File: src/rtl/fifo_sync_param_pkg.sv
// rtl/fifo_sync_param_pkg.sv - shared width helpers and flag struct for the sync FIFO family
package fifo_sync_param_pkg;

    function automatic int addr_width(input int depth);
        return $clog2(depth);
    endfunction

    // One extra pointer bit separates the full and empty cases when addresses match.
    function automatic int ptr_width(input int depth);
        return $clog2(depth) + 1;
    endfunction

    typedef struct packed {
        logic full;
        logic empty;
        logic almost_full;
        logic almost_empty;
    } fifo_flags_t;

endpackage

File: src/rtl/fifo_sync_param_if.sv
// rtl/fifo_sync_param_if.sv - producer/consumer bundle of the single-clock FIFO
interface fifo_sync_param_if
    import fifo_sync_param_pkg::*;
#(
    parameter int W_DATA = 8,
    parameter int DEPTH  = 16
);
    localparam int PTR_W = ptr_width(DEPTH);

    logic              push;
    logic [W_DATA-1:0] data_in;
    logic              pop;
    logic [W_DATA-1:0] data_out;
    logic              rd_valid;
    logic              full;
    logic              empty;
    logic              almost_full;
    logic              almost_empty;
    logic [PTR_W-1:0]  count;
    logic              overflow;
    logic              underflow;
    logic              clr_err;

    modport master (
        output push, data_in, pop, clr_err,
        input  data_out, rd_valid, full, empty, almost_full, almost_empty,
               count, overflow, underflow
    );

    modport slave (
        input  push, data_in, pop, clr_err,
        output data_out, rd_valid, full, empty, almost_full, almost_empty,
               count, overflow, underflow
    );

endinterface

File: src/rtl/fifo_sync_ram.sv
// rtl/fifo_sync_ram.sv - simple dual-port RAM, sync write, async or registered read
module fifo_sync_ram
    import fifo_sync_param_pkg::*;
#(
    parameter int W_DATA   = 8,
    parameter int DEPTH    = 16,
    parameter int ASYNC_RD = 0
) (
    input  logic                         clk,
    input  logic                         rst,
    input  logic                         we,
    input  logic [addr_width(DEPTH)-1:0] waddr,
    input  logic [W_DATA-1:0]            wdata,
    input  logic                         re,
    input  logic [addr_width(DEPTH)-1:0] raddr,
    output logic [W_DATA-1:0]            rdata
);
    logic [W_DATA-1:0] mem_q [DEPTH];

    always_ff @(posedge clk) begin
        if (we) begin
            mem_q[waddr] <= wdata;
        end
    end

    generate
        if (ASYNC_RD != 0) begin : g_async
            logic unused_ok;
            assign unused_ok = &{1'b0, rst, re};
            assign rdata = mem_q[raddr];
        end else begin : g_sync
            // Only the output register is reset; array contents stay unknown.
            logic [W_DATA-1:0] rdata_q;
            always_ff @(posedge clk) begin
                if (rst) begin
                    rdata_q <= '0;
                end else if (re) begin
                    rdata_q <= mem_q[raddr];
                end
            end
            assign rdata = rdata_q;
        end
    endgenerate

endmodule

File: src/rtl/fifo_sync_param.sv
// rtl/fifo_sync_param.sv - single-clock parametrised FIFO with thresholds, count and sticky errors
module fifo_sync_param
    import fifo_sync_param_pkg::*;
#(
    parameter int W_DATA    = 8,
    parameter int DEPTH     = 16,
    parameter int AF_THRESH = DEPTH - 2,
    parameter int AE_THRESH = 1,
    parameter int FWFT      = 0
) (
    input  logic                clk,
    input  logic                rst,
    fifo_sync_param_if.slave    bus
);
    localparam int ADDR_W = addr_width(DEPTH);
    localparam int PTR_W  = ptr_width(DEPTH);

    typedef logic [W_DATA-1:0] sdata_t;
    typedef logic [PTR_W-1:0]  sptr_t;
    typedef logic [PTR_W-1:0]  scount_t;

    sptr_t       wptr_q, wptr_d;
    sptr_t       rptr_q, rptr_d;
    scount_t     count_q, count_d;
    logic        overflow_q, overflow_d;
    logic        underflow_q, underflow_d;
    logic        wr_acc, rd_acc;
    fifo_flags_t flags;
    sdata_t      ram_rdata;

    // Flags decode from the registered count, so they follow the accepting edge directly.
    always_comb begin
        flags.full         = (count_q == scount_t'(DEPTH));
        flags.empty        = (count_q == '0);
        flags.almost_full  = (count_q >= scount_t'(AF_THRESH));
        flags.almost_empty = (count_q <= scount_t'(AE_THRESH));
    end

    always_comb begin
        wr_acc      = bus.push & ~flags.full;
        rd_acc      = bus.pop & ~flags.empty;
        wptr_d      = wptr_q + sptr_t'(wr_acc);
        rptr_d      = rptr_q + sptr_t'(rd_acc);
        count_d     = count_q + scount_t'(wr_acc) - scount_t'(rd_acc);
        overflow_d  = (bus.push & flags.full) | (overflow_q & ~bus.clr_err);
        underflow_d = (bus.pop & flags.empty) | (underflow_q & ~bus.clr_err);
    end

    always_ff @(posedge clk) begin
        if (rst) begin
            wptr_q      <= '0;
            rptr_q      <= '0;
            count_q     <= '0;
            overflow_q  <= 1'b0;
            underflow_q <= 1'b0;
        end else begin
            wptr_q      <= wptr_d;
            rptr_q      <= rptr_d;
            count_q     <= count_d;
            overflow_q  <= overflow_d;
            underflow_q <= underflow_d;
        end
    end

    fifo_sync_ram #(
        .W_DATA   (W_DATA),
        .DEPTH    (DEPTH),
        .ASYNC_RD (FWFT)
    ) u_ram (
        .clk   (clk),
        .rst   (rst),
        .we    (wr_acc & ~rst),
        .waddr (wptr_q[ADDR_W-1:0]),
        .wdata (bus.data_in),
        .re    (rd_acc & ~rst),
        .raddr (rptr_q[ADDR_W-1:0]),
        .rdata (ram_rdata)
    );

    generate
        if (FWFT == 0) begin : g_reg_rd
            logic rd_valid_q;
            always_ff @(posedge clk) begin
                if (rst) begin
                    rd_valid_q <= 1'b0;
                end else begin
                    rd_valid_q <= rd_acc;
                end
            end
            assign bus.rd_valid = rd_valid_q;
        end else begin : g_fwft_rd
            assign bus.rd_valid = ~flags.empty;
        end
    endgenerate

    assign bus.data_out     = ram_rdata;
    assign bus.full         = flags.full;
    assign bus.empty        = flags.empty;
    assign bus.almost_full  = flags.almost_full;
    assign bus.almost_empty = flags.almost_empty;
    assign bus.count        = count_q;
    assign bus.overflow     = overflow_q;
    assign bus.underflow    = underflow_q;

endmodule

File: src/flat_wrapper.sv
// flat-port wrapper written by rule: the top's interface ports become plain ports
module fifo_sync_param_flat import fifo_sync_param_pkg::*;
#(
    parameter int W_DATA    = 8,
    parameter int DEPTH     = 16,
    parameter int AF_THRESH = DEPTH - 2,
    parameter int AE_THRESH = 1,
    parameter int FWFT      = 0
)
  (clk, rst, bus_push, bus_data_in, bus_pop, bus_clr_err, bus_data_out, bus_rd_valid, bus_full, bus_empty, bus_almost_full, bus_almost_empty, bus_count, bus_overflow, bus_underflow);
  fifo_sync_param_if #(.W_DATA(W_DATA), .DEPTH(DEPTH)) bus_i ();
  input  logic clk;
  input  logic rst;
  input wire logic [$bits(bus_i.push)-1:0] bus_push;
  input wire logic [$bits(bus_i.data_in)-1:0] bus_data_in;
  input wire logic [$bits(bus_i.pop)-1:0] bus_pop;
  input wire logic [$bits(bus_i.clr_err)-1:0] bus_clr_err;
  output wire logic [$bits(bus_i.data_out)-1:0] bus_data_out;
  output wire logic [$bits(bus_i.rd_valid)-1:0] bus_rd_valid;
  output wire logic [$bits(bus_i.full)-1:0] bus_full;
  output wire logic [$bits(bus_i.empty)-1:0] bus_empty;
  output wire logic [$bits(bus_i.almost_full)-1:0] bus_almost_full;
  output wire logic [$bits(bus_i.almost_empty)-1:0] bus_almost_empty;
  output wire logic [$bits(bus_i.count)-1:0] bus_count;
  output wire logic [$bits(bus_i.overflow)-1:0] bus_overflow;
  output wire logic [$bits(bus_i.underflow)-1:0] bus_underflow;
  assign bus_i.push = bus_push;
  assign bus_i.data_in = bus_data_in;
  assign bus_i.pop = bus_pop;
  assign bus_i.clr_err = bus_clr_err;
  assign bus_data_out = bus_i.data_out;
  assign bus_rd_valid = bus_i.rd_valid;
  assign bus_full = bus_i.full;
  assign bus_empty = bus_i.empty;
  assign bus_almost_full = bus_i.almost_full;
  assign bus_almost_empty = bus_i.almost_empty;
  assign bus_count = bus_i.count;
  assign bus_overflow = bus_i.overflow;
  assign bus_underflow = bus_i.underflow;
  fifo_sync_param #(.W_DATA(W_DATA), .DEPTH(DEPTH), .AF_THRESH(AF_THRESH), .AE_THRESH(AE_THRESH), .FWFT(FWFT)) u_core (.clk(clk), .rst(rst), .bus(bus_i));
endmodule
File: config.mk
export PLATFORM = sky130hd
export DESIGN_NAME = fifo_sync_param_flat
export DESIGN_NICKNAME = d
export VERILOG_FILES = /design/src/rtl/fifo_sync_param_pkg.sv /design/src/rtl/fifo_sync_param_if.sv /design/src/rtl/fifo_sync_ram.sv /design/src/rtl/fifo_sync_param.sv /design/src/flat_wrapper.sv
export SDC_FILE = /design/constraint.sdc
export NUM_CORES = 1
export LEC_CHECK = 0
export ABC_AREA = 1
export ABC_CLOCK_PERIOD_IN_PS = 3500
export CAP_MARGIN = 25
export CORE_MARGIN = 2
export CORE_UTILIZATION = 45
export CTS_CLUSTER_SIZE = 30
export DETAILED_ROUTE_END_ITERATION = 8
export PLACE_DENSITY_LB_ADDON = 0.3
export SLEW_MARGIN = 20
export SYNTH_ARGS = -nofsm -noshare
export SYNTH_HDL_FRONTEND = slang
export SYNTH_SLANG_ARGS = --single-unit
File: constraint.sdc
create_clock -name clk -period 3.5 [get_ports clk]
set_clock_uncertainty 0.1 [all_clocks]
set_input_delay 0.7 -clock clk [delete_from_list [all_inputs] [get_ports clk]]
set_output_delay 0.7 -clock clk [all_outputs]
set_load 0.1 [all_outputs]
# Yosys cells after proc, flatten, opt, wreduce, memory -nomap -nowiden
# Memory sizes are Yosys's and may differ from the RTL's. A register that Yosys moved wholly into a read port is not among the register bits.
# Cells that the tools add are included.
[op_classes]
bitwise_logic = 14
n_lt_le_gt_ge = 2
n_eq_ne = 1
n_reduce_logical = 1
muxes = 2
addsub = 4
[ops]
columns = ["op", "count"]
rows = [
  ["adder 5 x 1 -> 5 bit", 3],
  ["bitwise AND 1 bit", 8],
  ["equality test 5 bit, second input constant", 1],
  [">= comparator 5 x 4 -> 1 bit, second input constant", 1],
  ["less-or-equal comparator 5 x 1 -> 1 bit, second input constant", 1],
  ["logical NOT 5 bit", 1],
  ["subtractor 5 x 1 -> 5 bit", 1],
  ["inverter 1 bit", 4],
  ["2-to-1 mux 1 bit", 2],
  ["OR 1 bit", 2],
]
[totals]
out_inout_bits = 20
memories = 1
mem_bits_rw = 128
wordCells = 31
inputBits = 13
regBits = 18
[mem_list]
columns = ["memory", "words", "word_bits", "rd", "rd_clocked_by_memory_dff", "wr", "line", "text"]
rows = [
  ["u_core.u_ram.mem_q", 16, 8, 1, 1, 1, "fifo_sync_ram.sv:18", "logic [W_DATA-1:0] mem_q [DEPTH];"],
]

# Longest topological paths before layout
# Gate-level depths: netlist (run 1).
[logic_depth]
ltp_word = 6
mapped_depth = 14
mapped_depth_nobuf = 13

# By module
# A second synthesis (run 1) with hierarchy kept.
[unflattened]
hier_cells = 609
area_unflattened_um2 = 6537.5
[by_module_without_submodules]
columns = ["module", "cells_each", "instances", "area_each_um2", "seq_area_each_um2"]
rows = [
  ["fifo_sync_ram", 490, 1, 5577.8, 4003.8],
  ["fifo_sync_param", 119, 1, 959.7, 320.3],
]

# Worst setup path after synthesis (run 1)
# Ideal clock, no wire load.
[synth_timing]
kind = "flip-flop to output port"
from = "reg u_core.count_q[2], in the netlist u_core.bus.count[2]"
to = "out bus_almost_empty"
required_ns = 2.700
stages_incl_launch_ff = 5
n_path_buf = 0
arrival_time_ns = 3.337
setup_slack_ns = -0.637
cell_sequence = "dfxtp_1 -> inv_1 -> ha_1 -> nand3_1 -> o21ai_0"
[synth_via]
elab_chain_cells = 1
[synth_lines]
columns = ["element", "line", "text"]
rows = [
  ["start: declaration", "fifo_sync_param.sv:24", "scount_t count_q, count_d;"],
  ["start signal: assignment", "fifo_sync_param.sv:59", "count_q <= count_d;"],
  ["less-or-equal comparator 5 x 1 -> 1 bit", "fifo_sync_param.sv:36", "flags.almost_empty = (count_q <= scount_t'(AE_THRESH));"],
  ["end: declaration", "flat_wrapper.sv:23", "output wire logic [$bits(bus_i.almost_empty)-1:0] bus_almost_empty;"],
]
# No other way between the ends.

# Worst setup path after layout (run 1)
[layout_timing]
from = "reg u_core.count_q[2], in the netlist u_core.bus.count[2]"
to = "reg u_core.count_q[4], in the netlist u_core.bus.count[4]"
[layout_via]
elab_chain_cells = 5
elab_cells_between_ends = 8
classes_between = "add/sub (2); eq/ne (1); bitwise (4); reduce/logical (1)"
[layout_lines]
columns = ["element", "line", "text"]
rows = [
  ["equality test 5 bit", "fifo_sync_param.sv:33", "flags.full = (count_q == scount_t'(DEPTH));"],
  ["inverter 1 bit", "fifo_sync_param.sv:40", "wr_acc = bus.push & ~flags.full;"],
  ["bitwise AND 1 bit", "fifo_sync_param.sv:40", ""],
  ["adder 5 x 1 -> 5 bit", "fifo_sync_param.sv:44", "count_d = count_q + scount_t'(wr_acc) - scount_t'(rd_acc);"],
  ["subtractor 5 x 1 -> 5 bit (*)", "fifo_sync_param.sv:44", ""],
]
# Every way passes the cells marked *; elsewhere a longest branch is shown, timed or not.
# A chain may end at the register's enable or synchronous reset.

==> reports/qor_table.md, run 1 <==
| Parameter | This run | Unit |
|---|---|---|
| Overall power of the completed layout | 6.06 | mW |
| Max Buffers Root-to-Sink | 2 | - |
| CP Launch Point | u_core.bus.count[2]$_SDFF_PP0_ | - |
| Number of nets in the synthesized netlist | 703 | - |
| Final hold vios | 0 | - |
| Mean Syn Cell Area | 9.94 | sq um |
| Maximum level of the CTS H-tree | 4 | - |
| Switching Share | 37.0 | % |
| Number of nets in the layout | 738 | - |
| GR Overflow Total | 0 | - |
| Number of logic stages on the critical path including buffering | 13 | - |
| Number of buffers added for setup after CTS | 0 | - |
| # diodes | 0 | - |
| Reg2Reg Capture Point | u_core.bus.count[4]$_SDFF_PP0_ | - |
| Normalized max-slew margin | 34.8 | % |
| Unrepaired setup endpoints after global routing | false | - |
| Core ar. | 0.0145 | sq mm |
| GRT Resource Usage Total | 19.7 | % |
| Critical path fanouts, max | 5 | - |
| Remaining antenna violation count | 0 | - |
| Initial Utilization | 46.0 | % |
| Die extent in y | 126 | um |
| Largest net degree at the start of global routing | 66 | - |
| Met1 routed wirelength after detailed routing | 6.59 | mm |
| Required @ worst endpoint | 3.75 | ns |
| Critical path class | reg2reg | - |
| Internal cell power | 3.81 | mW |
| Fin crit period | 2.72 | ns |
| Via count of the first global-routing pass | 4588 | - |
| Ys async rst share | 0 | % |
| Gp weighted congestion | 0.885 | - |
| Port-buffer cells | 32 | - |
| Register bit total from synthesis | 152 | - |
| Worst hold-check slack | 0.369 | ns |
| Syn. warnings | 0 | - |
| Arr. time, crit path | 2.98 | ns |
| Transition time of the tightest slew-check pin | 0.974 | ns |
| Final setup violation count | 0 | - |
| Setup slack of the worst register-to-register path | 0.78 | ns |
| Worst setup EP type | flip-flop | - |
| Setup TNS | 0 | ns |
| Synthesized cell area | 0.00669 | sq mm |
| Syn Inst Count | 673 | - |
| Library cell used as clock root buffer | sky130_fd_sc_hd__clkbuf_16 | - |
| Ratio of cells with drive above 1 in the final layout | 8.62 | % |
| Number of buffers created by CTS | 17 | - |
| Kind of cell adding the most delay to the critical path | adder cells | - |
| Core occupancy in the finished layout | 53.3 | % |
| Clk sinks | 152 | - |
| Dpl cell area | 0.00710 | sq mm |
| Pwr Density | 781 | mW/mm^2 |
| Reported leakage power | 3.31 | nW |
| Relative contribution of combinational cells to total power | 32.3 | % |
| CTS clock-pin slew for the worst setup and hold paths | 0.06 | ns |
| Die width | 126 | um |
| Worst skew pair latency | 0.42 | ns |
| DR WL met2 | 7.06 | mm |
| Outcome | complete, no violations | - |
| DRC violations left | 0 | - |
| Sequential fraction of design power | 35.3 | % |
| Delay of the slowest critical-path stage | 0.41 | ns |
| DP Wirelength | 9.59 | mm |
| Dominant synthesized flop cell | sky130_fd_sc_hd__edfxtp_1 | - |
| Sequential area share after synthesis | 64.6 | % |
| Cell with the largest stage delay on the worst path | sky130_fd_sc_hd__dfxtp_1 | - |
| Final slew viol count | 0 | - |
| Signed area change from the synthesized netlist to the final layout | 15.9 | % |
| Number of iterations in the first detailed-routing pass | 7 | - |
| I/O Pins | 33 | - |
| Synth unique cells | 22 | - |
| Worst Reg-to-Reg Cells | 13 | - |
| Post-CTS Hold Buffers | 0 | - |
| Maximum capacitance violations | 0 | - |
| Wire length of the first global-routing pass | 23.7 | mm |
| CP cell instances | inv_1 -> ha_1 -> nand4_1 -> nand2_1 -> inv_1 -> ha_1 -> inv_1 -> ha_1 -> inv_1 -> fa_1 -> o31ai_1 -> o21ai_0 -> a21oi_1 | - |
| DR vias | 4586 | - |
| Capturing instance or port of the critical path | u_core.bus.count[4]$_SDFF_PP0_ | - |
| Detailed-route wire length | 14.8 | mm |
| Worst ir drop on vdd | 487 | uV |
| Switching pwr | 2.24 | mW |
| Clk pwr share | 32.4 | % |
| Worst reg2reg path startpoint | u_core.bus.count[2]$_SDFF_PP0_ | - |
| Worst min-delay path category | reg2reg | - |
| Row Count | 44 | - |
| Number of cells upsized or downsized after cts | 0 | - |
| Top layer reached by signal wires | met4 | - |
| Number of enable-type register cells in the synthesized netlist | 128 | - |
| Number of antenna violations at the first check in global routing | 0 | - |
| Average detailed-routed wire length per instance | 16.4 | um |
| Per-cell via count in the routed design | 5.08 | - |
| Share of the clock period used by the worst path | 77.8 | % |
| Die Footprint | 0.0159 | sq mm |
| Total length of routed met3 wires | 784 | um |
| Worst setup SP type | flip-flop | - |
| Detailed Route Iter0 Violations | 342 | - |
| WP buf/inv | 4 | - |
| Most prevalent standard cell on the critical path | sky130_fd_sc_hd__inv_1 | - |
| TritonCTS clock tree | built | - |
| F_max | 367 | MHz |
| Finished Cell Area | 0.00775 | sq mm |
-- state kept, by name, indices dropped and copies added (netlist names) --
name / cells
u_core.u_ram.rdata: 8
u_core.wptr_q: 4
u_core.bus.rd_valid: 1
u_core.bus.count: 5
u_core.bus.underflow: 1
u_core.rptr_q: 4
u_core.bus.overflow: 1
u_core.u_ram.mem_q: 128
-- power by group through the flow --
stage	logic [mW]	clock network, mW	registers (mW)
5_1_grt	2.14	2.06	2.15
4_1_cts	1.94	1.99	2.14
2_1_floorplan	1.12	0	2.60
3_5_place_dp	1.93	0	2.18
6_report	1.96	1.96	2.14
3_3_place_gp	1.91	0	2.17
-- cell type report --
class | count | area, sq um
Multi-Input combinational cell | 390 | 1800
Timing Repair Buffer | 43 | 378
Fill cell | 1263 | 6780
Inverter | 104 | 390
Sequential cell | 152 | 4330
Clock inverter | 11 | 198
Clock buffer | 19 | 433
Tap cell | 184 | 230
-- worst min-delay path, delay by kind of cell, from the launching register on --
| kind | cells | cell delay [ns] |
|---|---|---|
| flops | 1 | 0.31 |
| simple gates | 1 | 0.06 |
| compound gates | 1 | 0.06 |
-- per-stage QoR --
step,instances,worst slack (ns)
global route,903,0.587
global placement,872,0.613
finish,903,0.776
detailed placement,872,0.523
floorplan,673,0.0336
CTS,902,0.782
-- how the worst min path moves through the flow --
stage | from | endpoint | cells past startpoint
floorplan | u_core.wptr_q[3]$_SDFF_PP0_ | u_core.wptr_q[3]$_SDFF_PP0_ | 2
global placement | u_core.bus.underflow$_SDFF_PP0_ | u_core.bus.underflow$_SDFF_PP0_ | 2
detailed placement | u_core.bus.overflow$_SDFF_PP0_ | u_core.bus.overflow$_SDFF_PP0_ | 2
CTS | u_core.bus.overflow$_SDFF_PP0_ | u_core.bus.overflow$_SDFF_PP0_ | 2
global route | u_core.bus.underflow$_SDFF_PP0_ | u_core.bus.underflow$_SDFF_PP0_ | 2
finish | u_core.bus.overflow$_SDFF_PP0_ | u_core.bus.overflow$_SDFF_PP0_ | 2
-- cells in the mapped netlist (all sizes together), types with 2 or more instances --
master  count  area [sq um]
inv       103           387
buf        27           178
edfxtp    128          3840
o21ai       7          35.0
a21oi      10          50.1
dfxtp      24           480
nor3        4          20.0
nor2       32           130
nand3      96           480
nand2     219           825
ha         16           200
xnor2       2          17.5
nand4       2          12.5
-- cell families (layout without fill, tap and decap cells) --
family	after synthesis	after routing	share of synthesized area, %
adder cells (fa/ha/maj)	17	17	3.29
XOR/XNOR	2	2	0.262
AO/OA/AOI/OAI	18	18	1.38
AND/OR/NAND/NOR	353	353	21.9
buffers and inverters	131	177	8.49
flip-flops	152	152	64.6
-- layer usage --
| metal | global-route usage (%) | up-vias |
|---|---|---|
| met5 | 0 | - |
| met4 | 7.30 | 0 |
| met3 | 6.03 | 27 |
| met2 | 31.3 | 140 |
| met1 | 25.6 | 2176 |
| li1 | - | 2243 |
-- cell usage in the layout, fill, tap and decap left out, types with 2 or more instances in the layout --
cell                              instances
sky130_fd_sc_hd__nand2_1                218
sky130_fd_sc_hd__edfxtp_1               128
sky130_fd_sc_hd__inv_1                   99
sky130_fd_sc_hd__nand3_1                 96
sky130_fd_sc_hd__nor2_1                  30
sky130_fd_sc_hd__buf_4                   25
sky130_fd_sc_hd__dfxtp_1                 23
sky130_fd_sc_hd__clkbuf_16               17
sky130_fd_sc_hd__clkdlybuf4s50_1         17
sky130_fd_sc_hd__ha_1                    16
sky130_fd_sc_hd__a21oi_1                 10
sky130_fd_sc_hd__o21ai_0                  6
sky130_fd_sc_hd__bufinv_16                5
sky130_fd_sc_hd__inv_2                    4
sky130_fd_sc_hd__nor3_1                   4
sky130_fd_sc_hd__clkinvlp_4               4
sky130_fd_sc_hd__nand4_1                  2
sky130_fd_sc_hd__xnor2_1                  2
sky130_fd_sc_hd__clkbuf_1                 2
No activity file was read; power rests on OpenSTA's default activity.
==> run 2, diff against run 1 <==
- ABC_CLOCK_PERIOD_IN_PS: 3500 -> 2600
- clock period: 3.5 -> 2.6 ns (I/O delays scaled with it)
==> run 2 against run 1 <==
Effect of this change:
- sequential power up 38%
- final area up 2.6%
- total power up 36%
- register-to-register slack worse by 0.60 ns
- flip-flop and latch count unchanged
- clock power up 23%
- largest cell class unchanged
- via count up 0.68%
- maximum frequency up 12%
==> reports/qor_table.md, run 2 (synthesis results as in run 1) <==
| Parameter | This run | Unit |
|---|---|---|
| Number of buffers created by CTS | 17 | - |
| Die extent in y | 126 | um |
| Switching Share | 38.0 | % |
| Worst Reg-to-Reg Cells | 13 | - |
| Register with the most flip-flops | u_core.u_ram.mem_q | - |
| DR vias | 4617 | - |
| TritonCTS clock tree | built | - |
| Maximum level of the CTS H-tree | 4 | - |
| Outcome | complete, no violations | - |
| Cell with the largest stage delay on the worst path | sky130_fd_sc_hd__fa_2 | - |
| Number of fill cells | 1277 | - |
| Area taken by flip-flops and latches | 0.00434 | sq mm |
| Final slew viol count | 0 | - |
| Number of iterations in the first detailed-routing pass | 5 | - |
| Gp weighted congestion | 0.840 | - |
| Worst reg2reg path startpoint | u_core.bus.count[2]$_SDFF_PP0_ | - |
| Required @ worst endpoint | 2.85 | ns |
| Signed area change from the synthesized netlist to the final layout | 18.9 | % |
| Critical path fanouts, max | 5 | - |
| Commonest non-fill, non-tap cell in the layout | sky130_fd_sc_hd__nand2_1 | - |
| Core ar. | 0.0145 | sq mm |
| Worst setup EP type | flip-flop | - |
| Detailed Route Iter0 Violations | 418 | - |
| Relative contribution of combinational cells to total power | 34.5 | % |
| Sequential fraction of design power | 36.0 | % |
| GR Overflow Total | 0 | - |
| Max Buffers Root-to-Sink | 2 | - |
| Internal cell power | 5.09 | mW |
| Share of the clock period used by the worst path | 93.4 | % |
| Fin crit period | 2.43 | ns |
| Ratio of cells with drive above 1 in the final layout | 14.4 | % |
| CTS clock-pin slew for the worst setup and hold paths | 0.06 | ns |
| Delay of the slowest critical-path stage | 0.37 | ns |
| DP Wirelength | 9.63 | mm |
| Library cell used as clock root buffer | sky130_fd_sc_hd__clkbuf_16 | - |
| Switching pwr | 3.12 | mW |
| Die width | 126 | um |
| Setup slack of the worst register-to-register path | 0.17 | ns |
| Most prevalent standard cell on the critical path | sky130_fd_sc_hd__inv_1 | - |
| Worst min-delay path category | reg2reg | - |
| Largest net degree at the start of global routing | 65 | - |
| I/O Pins | 33 | - |
| CP cell instances | inv_4 -> ha_4 -> nand4_1 -> nand2_1 -> inv_1 -> ha_1 -> inv_1 -> ha_2 -> inv_2 -> fa_2 -> o31ai_4 -> o21ai_1 -> a21oi_1 | - |
| DRC violations left | 0 | - |
| Row Count | 44 | - |
| Worst-case hold path end point | u_core.bus.overflow$_SDFF_PP0_ | - |
| # diodes | 0 | - |
| Min-Delay Path Depth | 2 | - |
| Area used by multi-input combinational logic | 0.00187 | sq mm |
| Critical path class | reg2reg | - |
| Port-buffer cells | 32 | - |
| Clk pwr share | 29.5 | % |
| Number of antenna violations at the first check in global routing | 0 | - |
| Maximum capacitance violations | 0 | - |
| Final setup violation count | 0 | - |
| WP buf/inv | 4 | - |
| Die Footprint | 0.0159 | sq mm |
| Arr. time, crit path | 2.68 | ns |
| Core occupancy in the finished layout | 54.7 | % |
| Initial Utilization | 46.0 | % |
| Kind of cell adding the most delay to the critical path | adder cells | - |
| Transition time of the tightest slew-check pin | 0.785 | ns |
| F_max | 412 | MHz |
| Average detailed-routed wire length per instance | 15.9 | um |
| Detailed-route wire length | 14.6 | mm |
| Via count of the first global-routing pass | 4462 | - |
| Number of nets in the layout | 755 | - |
| Per-cell via count in the routed design | 5.01 | - |
| Worst skew pair latency | 0.42 | ns |
| GRT Resource Usage Total | 19.3 | % |
| Wire length of the first global-routing pass | 22.9 | mm |
| Max reg flops | 128 | - |
| Worst ir drop on vdd | 626 | uV |
| Remaining antenna violation count | 0 | - |
| Hold path startpoint | u_core.bus.overflow$_SDFF_PP0_ | - |
| Setup TNS | 0 | ns |
| Post-CTS Hold Buffers | 0 | - |
| Reg2Reg Capture Point | u_core.bus.count[4]$_SDFF_PP0_ | - |
| Final hold vios | 0 | - |
| Worst setup SP type | flip-flop | - |
| Pwr Density | 1030 | mW/mm^2 |
| Clk sinks | 152 | - |
| Normalized max-slew margin | 47.5 | % |
| Unrepaired setup endpoints after global routing | false | - |
| Reported leakage power | 3.41 | nW |
| Most frequent cells in the layout | sky130_fd_sc_hd__nand2_1, sky130_fd_sc_hd__edfxtp_1, sky130_fd_sc_hd__nand3_1 | - |
[run 2: tightest hold or removal path, cell delays in order, from the launching register on]
cell,delay (ns)
sky130_fd_sc_hd__dfxtp_1,0.31
sky130_fd_sc_hd__nand2_1,0.06
sky130_fd_sc_hd__a21oi_1,0.06
[run 2: worst max-delay path by stage]
stage	slack, ns	startpoint	to	depth (start not counted)
2_1_floorplan	-0.25	u_core.bus.count[2]$_SDFF_PP0_	u_core.bus.count[4]$_SDFF_PP0_	11
3_3_place_gp	-0.009	bus_pop	u_core.bus.count[4]$_SDFF_PP0_	11
3_5_place_dp	-0.002	bus_pop	u_core.bus.count[4]$_SDFF_PP0_	11
4_1_cts	0.18	u_core.bus.count[2]$_SDFF_PP0_	u_core.bus.count[4]$_SDFF_PP0_	13
5_1_grt	0.006	u_core.bus.count[2]$_SDFF_PP0_	u_core.bus.count[4]$_SDFF_PP0_	13
6_report	0.17	u_core.bus.count[2]$_SDFF_PP0_	u_core.bus.count[4]$_SDFF_PP0_	13
[run 2: power by group through the flow]
stage	Clock, mW	Combinational [mW]	Sequential [mW]
6_report	2.42	2.83	2.95
5_1_grt	2.56	3.07	2.97
4_1_cts	2.46	2.80	2.95
3_5_place_dp	0	2.78	3.00
3_3_place_gp	0	2.76	2.98
2_1_floorplan	0	1.57	3.53
[run 2: final cells by class]
class	count	area share, %
multi-input cells	390	23.5
inverters	104	5.07
flip-flops and latches	152	54.6
clock buffers	19	5.44
repair buffers	60	6.67
well taps	184	2.89
clock inverters	13	1.92
[run 2: through the flow]
stage          setup WS [ns]  power [mW]  hold slack (ns)  instance area, sq um  instances
2_1_floorplan         -0.247        5.09            0.403                  6770        673
3_3_place_gp        -0.00890        5.74            0.353                  7360        890
3_5_place_dp        -0.00180        5.78            0.364                  7360        890
4_1_cts                0.182        8.21            0.372                  7940        922
5_1_grt              0.00572        8.59            0.399                  7950        922
6_report               0.172        8.21            0.369                  7950        922
[run 2: what timing repair did]
item / 4_1_cts / 5_1_grt
gates resized for setup: 0 / 2
endpoints found under the setup margin: 0 / 1
setup buffers: 0 / 0
[run 2: per-layer routing]
metal | track usage [%] | wire length [um] | vias up | part of all wire, %
li1 | - | - | 2282 | -
met1 | 24.9 | 6070 | 2156 | 42
met2 | 31.2 | 7250 | 145 | 50
met3 | 4.38 | 947 | 34 | 6.5
met4 | 8.53 | 362 | 0 | 2.5
met5 | 0 | 0 | - | 0
==> run 3, diff against run 2 <==
- ABC_CLOCK_PERIOD_IN_PS: 2600 -> 2500
- clock period: 2.6 -> 2.5 ns (I/O delays scaled with it)
==> run 3 against run 2 <==
Effect of this change:
- routed wire length hardly changed
- sequential share of layout area is 0.36 points lower
- global-route usage is 0.073 points higher
- total power is 6.7% higher
- critical path depth stayed put
- clock-buffer cell count is 2 lower
- non-clock buffer count is 1 higher
- flip-flop and latch count stayed put
- final cell count is 0.22% higher
- first-iteration DRC count is 14% lower
- clock power is 11% higher
- via count is 0.74% lower
==> reports/qor_table.md, run 3 (synthesis results as in run 1) <==
| Parameter | This run | Unit |
|---|---|---|
| Outcome | complete, no violations | - |
| Detailed-route wire length | 14.6 | mm |
| Sequential fraction of design power | 34.5 | % |
| Commonest non-fill, non-tap cell in the layout | sky130_fd_sc_hd__nand2_1 | - |
| Worst min-delay path category | reg2reg | - |
| Final hold vios | 0 | - |
| Critical path fanouts, max | 5 | - |
| Clk sinks | 152 | - |
| Pwr Density | 1090 | mW/mm^2 |
| Remaining antenna violation count | 0 | - |
| Die width | 126 | um |
| Max reg flops | 128 | - |
| Clk pwr share | 30.7 | % |
| Number of placed cells counting well taps | 890 | - |
| GRT Resource Usage Total | 19.3 | % |
| CP Launch Point | u_core.bus.count[2]$_SDFF_PP0_ | - |
| Arr. time, crit path | 2.58 | ns |
| F_max | 429 | MHz |
| Ratio of cells with drive above 1 in the final layout | 14.9 | % |
| Largest net degree at the start of global routing | 66 | - |
| Worst setup timing slack at the placement stage | -0.124 | ns |
| Final slew viol count | 0 | - |
| Dpl cell area | 0.00736 | sq mm |
| DR vias | 4583 | - |
| Worst skew pair latency | 0.43 | ns |
| Overall power of the completed layout | 8.76 | mW |
| Signed area change from the synthesized netlist to the final layout | 19.7 | % |
| Switching pwr | 3.33 | mW |
| Gp weighted congestion | 0.889 | - |
| I/O Pins | 33 | - |
| Transition time of the tightest slew-check pin | 0.727 | ns |
| Wire length of the first global-routing pass | 23.2 | mm |
| Maximum level of the CTS H-tree | 4 | - |
| Unrepaired setup endpoints after global routing | false | - |
| Internal cell power | 5.43 | mW |
| Number of iterations in the first detailed-routing pass | 7 | - |
| Die Footprint | 0.0159 | sq mm |
| DRC violations left | 0 | - |
| TritonCTS clock tree | built | - |
| Worst setup EP type | flip-flop | - |
| Fin crit period | 2.33 | ns |
| Register with the most flip-flops | u_core.u_ram.mem_q | - |
| Number of fill cells | 1285 | - |
| Finished Layout Cells | 924 | - |
| Via count of the first global-routing pass | 4489 | - |
| Average detailed-routed wire length per instance | 15.8 | um |
| Worst-case setup margin in the final layout | 0.172 | ns |
| Core ar. | 0.0145 | sq mm |
| Reg2Reg Capture Point | u_core.bus.count[4]$_SDFF_PP0_ | - |
| Worst Reg-to-Reg Cells | 13 | - |
| Finished Cell Area | 0.00801 | sq mm |
| CTS clock-pin slew for the worst setup and hold paths | 0.06 | ns |
| DP Wirelength | 9.52 | mm |
| Relative contribution of combinational cells to total power | 34.8 | % |
| Maximum capacitance violations | 0 | - |
| Number of nets in the layout | 756 | - |
| Worst reg2reg path startpoint | u_core.bus.count[2]$_SDFF_PP0_ | - |
| Library cell used as clock root buffer | sky130_fd_sc_hd__clkbuf_16 | - |
| Final setup violation count | 0 | - |
| Number of antenna violations at the first check in global routing | 0 | - |
| Number of buffers created by CTS | 17 | - |
| GR Overflow Total | 0 | - |
| Setup slack of the worst register-to-register path | 0.17 | ns |
| Normalized max-slew margin | 51.4 | % |
| Share of the clock period used by the worst path | 93.1 | % |
| Per-cell via count in the routed design | 4.96 | - |
| Detailed Route Iter0 Violations | 358 | - |
| Required @ worst endpoint | 2.75 | ns |
| Reported leakage power | 3.42 | nW |
| Max Buffers Root-to-Sink | 2 | - |
| Most frequent cells in the layout | sky130_fd_sc_hd__nand2_1, sky130_fd_sc_hd__edfxtp_1, sky130_fd_sc_hd__nand3_1 | - |
| Port-buffer cells | 32 | - |
| Initial Utilization | 46.0 | % |
| Worst ir drop on vdd | 527 | uV |
| Row Count | 44 | - |
| Switching Share | 38.0 | % |
| Critical path class | reg2reg | - |
| Worst setup SP type | flip-flop | - |
| Die extent in y | 126 | um |
| Capturing instance or port of the critical path | u_core.bus.count[4]$_SDFF_PP0_ | - |
## run 3: per-layer routing
layer  wire length, um  vias to the layer above  part of all wire, %  GRT usage [%]
met5                 0                        -                    0              0
met2              7470                      124                   51           33.8
met3               751                       28                  5.1           4.04
met1              6090                     2147                   42           23.6
li1                  -                     2284                    -              -
met4               319                        0                  2.2           7.24
## run 3: worst min path at each step
stage / slack [ns] / cells after the start / to / startpoint
global placement: 0.35 / 2 / u_core.bus.underflow$_SDFF_PP0_ / u_core.bus.underflow$_SDFF_PP0_
finish: 0.37 / 2 / u_core.bus.underflow$_SDFF_PP0_ / u_core.bus.underflow$_SDFF_PP0_
floorplan: 0.40 / 2 / u_core.wptr_q[3]$_SDFF_PP0_ / u_core.wptr_q[3]$_SDFF_PP0_
global route: 0.39 / 2 / u_core.bus.underflow$_SDFF_PP0_ / u_core.bus.underflow$_SDFF_PP0_
CTS: 0.37 / 2 / u_core.bus.underflow$_SDFF_PP0_ / u_core.bus.underflow$_SDFF_PP0_
detailed placement: 0.36 / 2 / u_core.bus.underflow$_SDFF_PP0_ / u_core.bus.underflow$_SDFF_PP0_
## run 3: worst max-delay path: stages (launching register included)
cell and delay (ns):
sky130_fd_sc_hd__dfxtp_4 0.36, sky130_fd_sc_hd__inv_4 0.08, sky130_fd_sc_hd__ha_4 0.14, sky130_fd_sc_hd__nand4_1 0.12, sky130_fd_sc_hd__nand2_1 0.12, sky130_fd_sc_hd__inv_1 0.06
sky130_fd_sc_hd__ha_1 0.26, sky130_fd_sc_hd__inv_1 0.06, sky130_fd_sc_hd__ha_2 0.18, sky130_fd_sc_hd__inv_2 0.04, sky130_fd_sc_hd__fa_2 0.36, sky130_fd_sc_hd__o31ai_4 0.19
sky130_fd_sc_hd__o21ai_1 0.08, sky130_fd_sc_hd__a21oi_1 0.11
## run 3: cell type report
type                            instances  area, sq um  area share (%)
Timing Repair Buffer                   61          538            6.72
Antenna cell                            1         2.50          0.0313
Clock buffer                           17          425            5.31
Clock inverter                         15          203            2.53
Tap cell                              184          230            2.88
Inverter                              104          403            5.03
Multi-Input combinational cell        390         1870            23.3
Sequential cell                       152         4340            54.2
## run 3: metrics by stage
stage	utilization [%]	hold WS, ns	TNS, ns
after detailed placement	50.6	0.359	-0.151
after global routing	55.1	0.392	0
final	55.1	0.366	0
after floorplan	-	0.403	-35.65
after CTS	54.9	0.369	0
after global placement	50.6	0.353	-0.0775
## run 3: power by group through the flow
stage               Combinational, mW  Clock, mW  Sequential [mW]
CTS                              3.01       2.72             3.02
global route                     3.30       2.83             3.04
detailed placement               3.00          0             3.07
floorplan                        1.63          0             3.67
global placement                 2.96          0             3.07
finish                           3.05       2.69             3.02
## run 3: what timing repair did
item	CTS	global route
buffers inserted	0	1
setup endpoints to repair	0	1
hold buffers	0	0
gates resized for setup	0	2
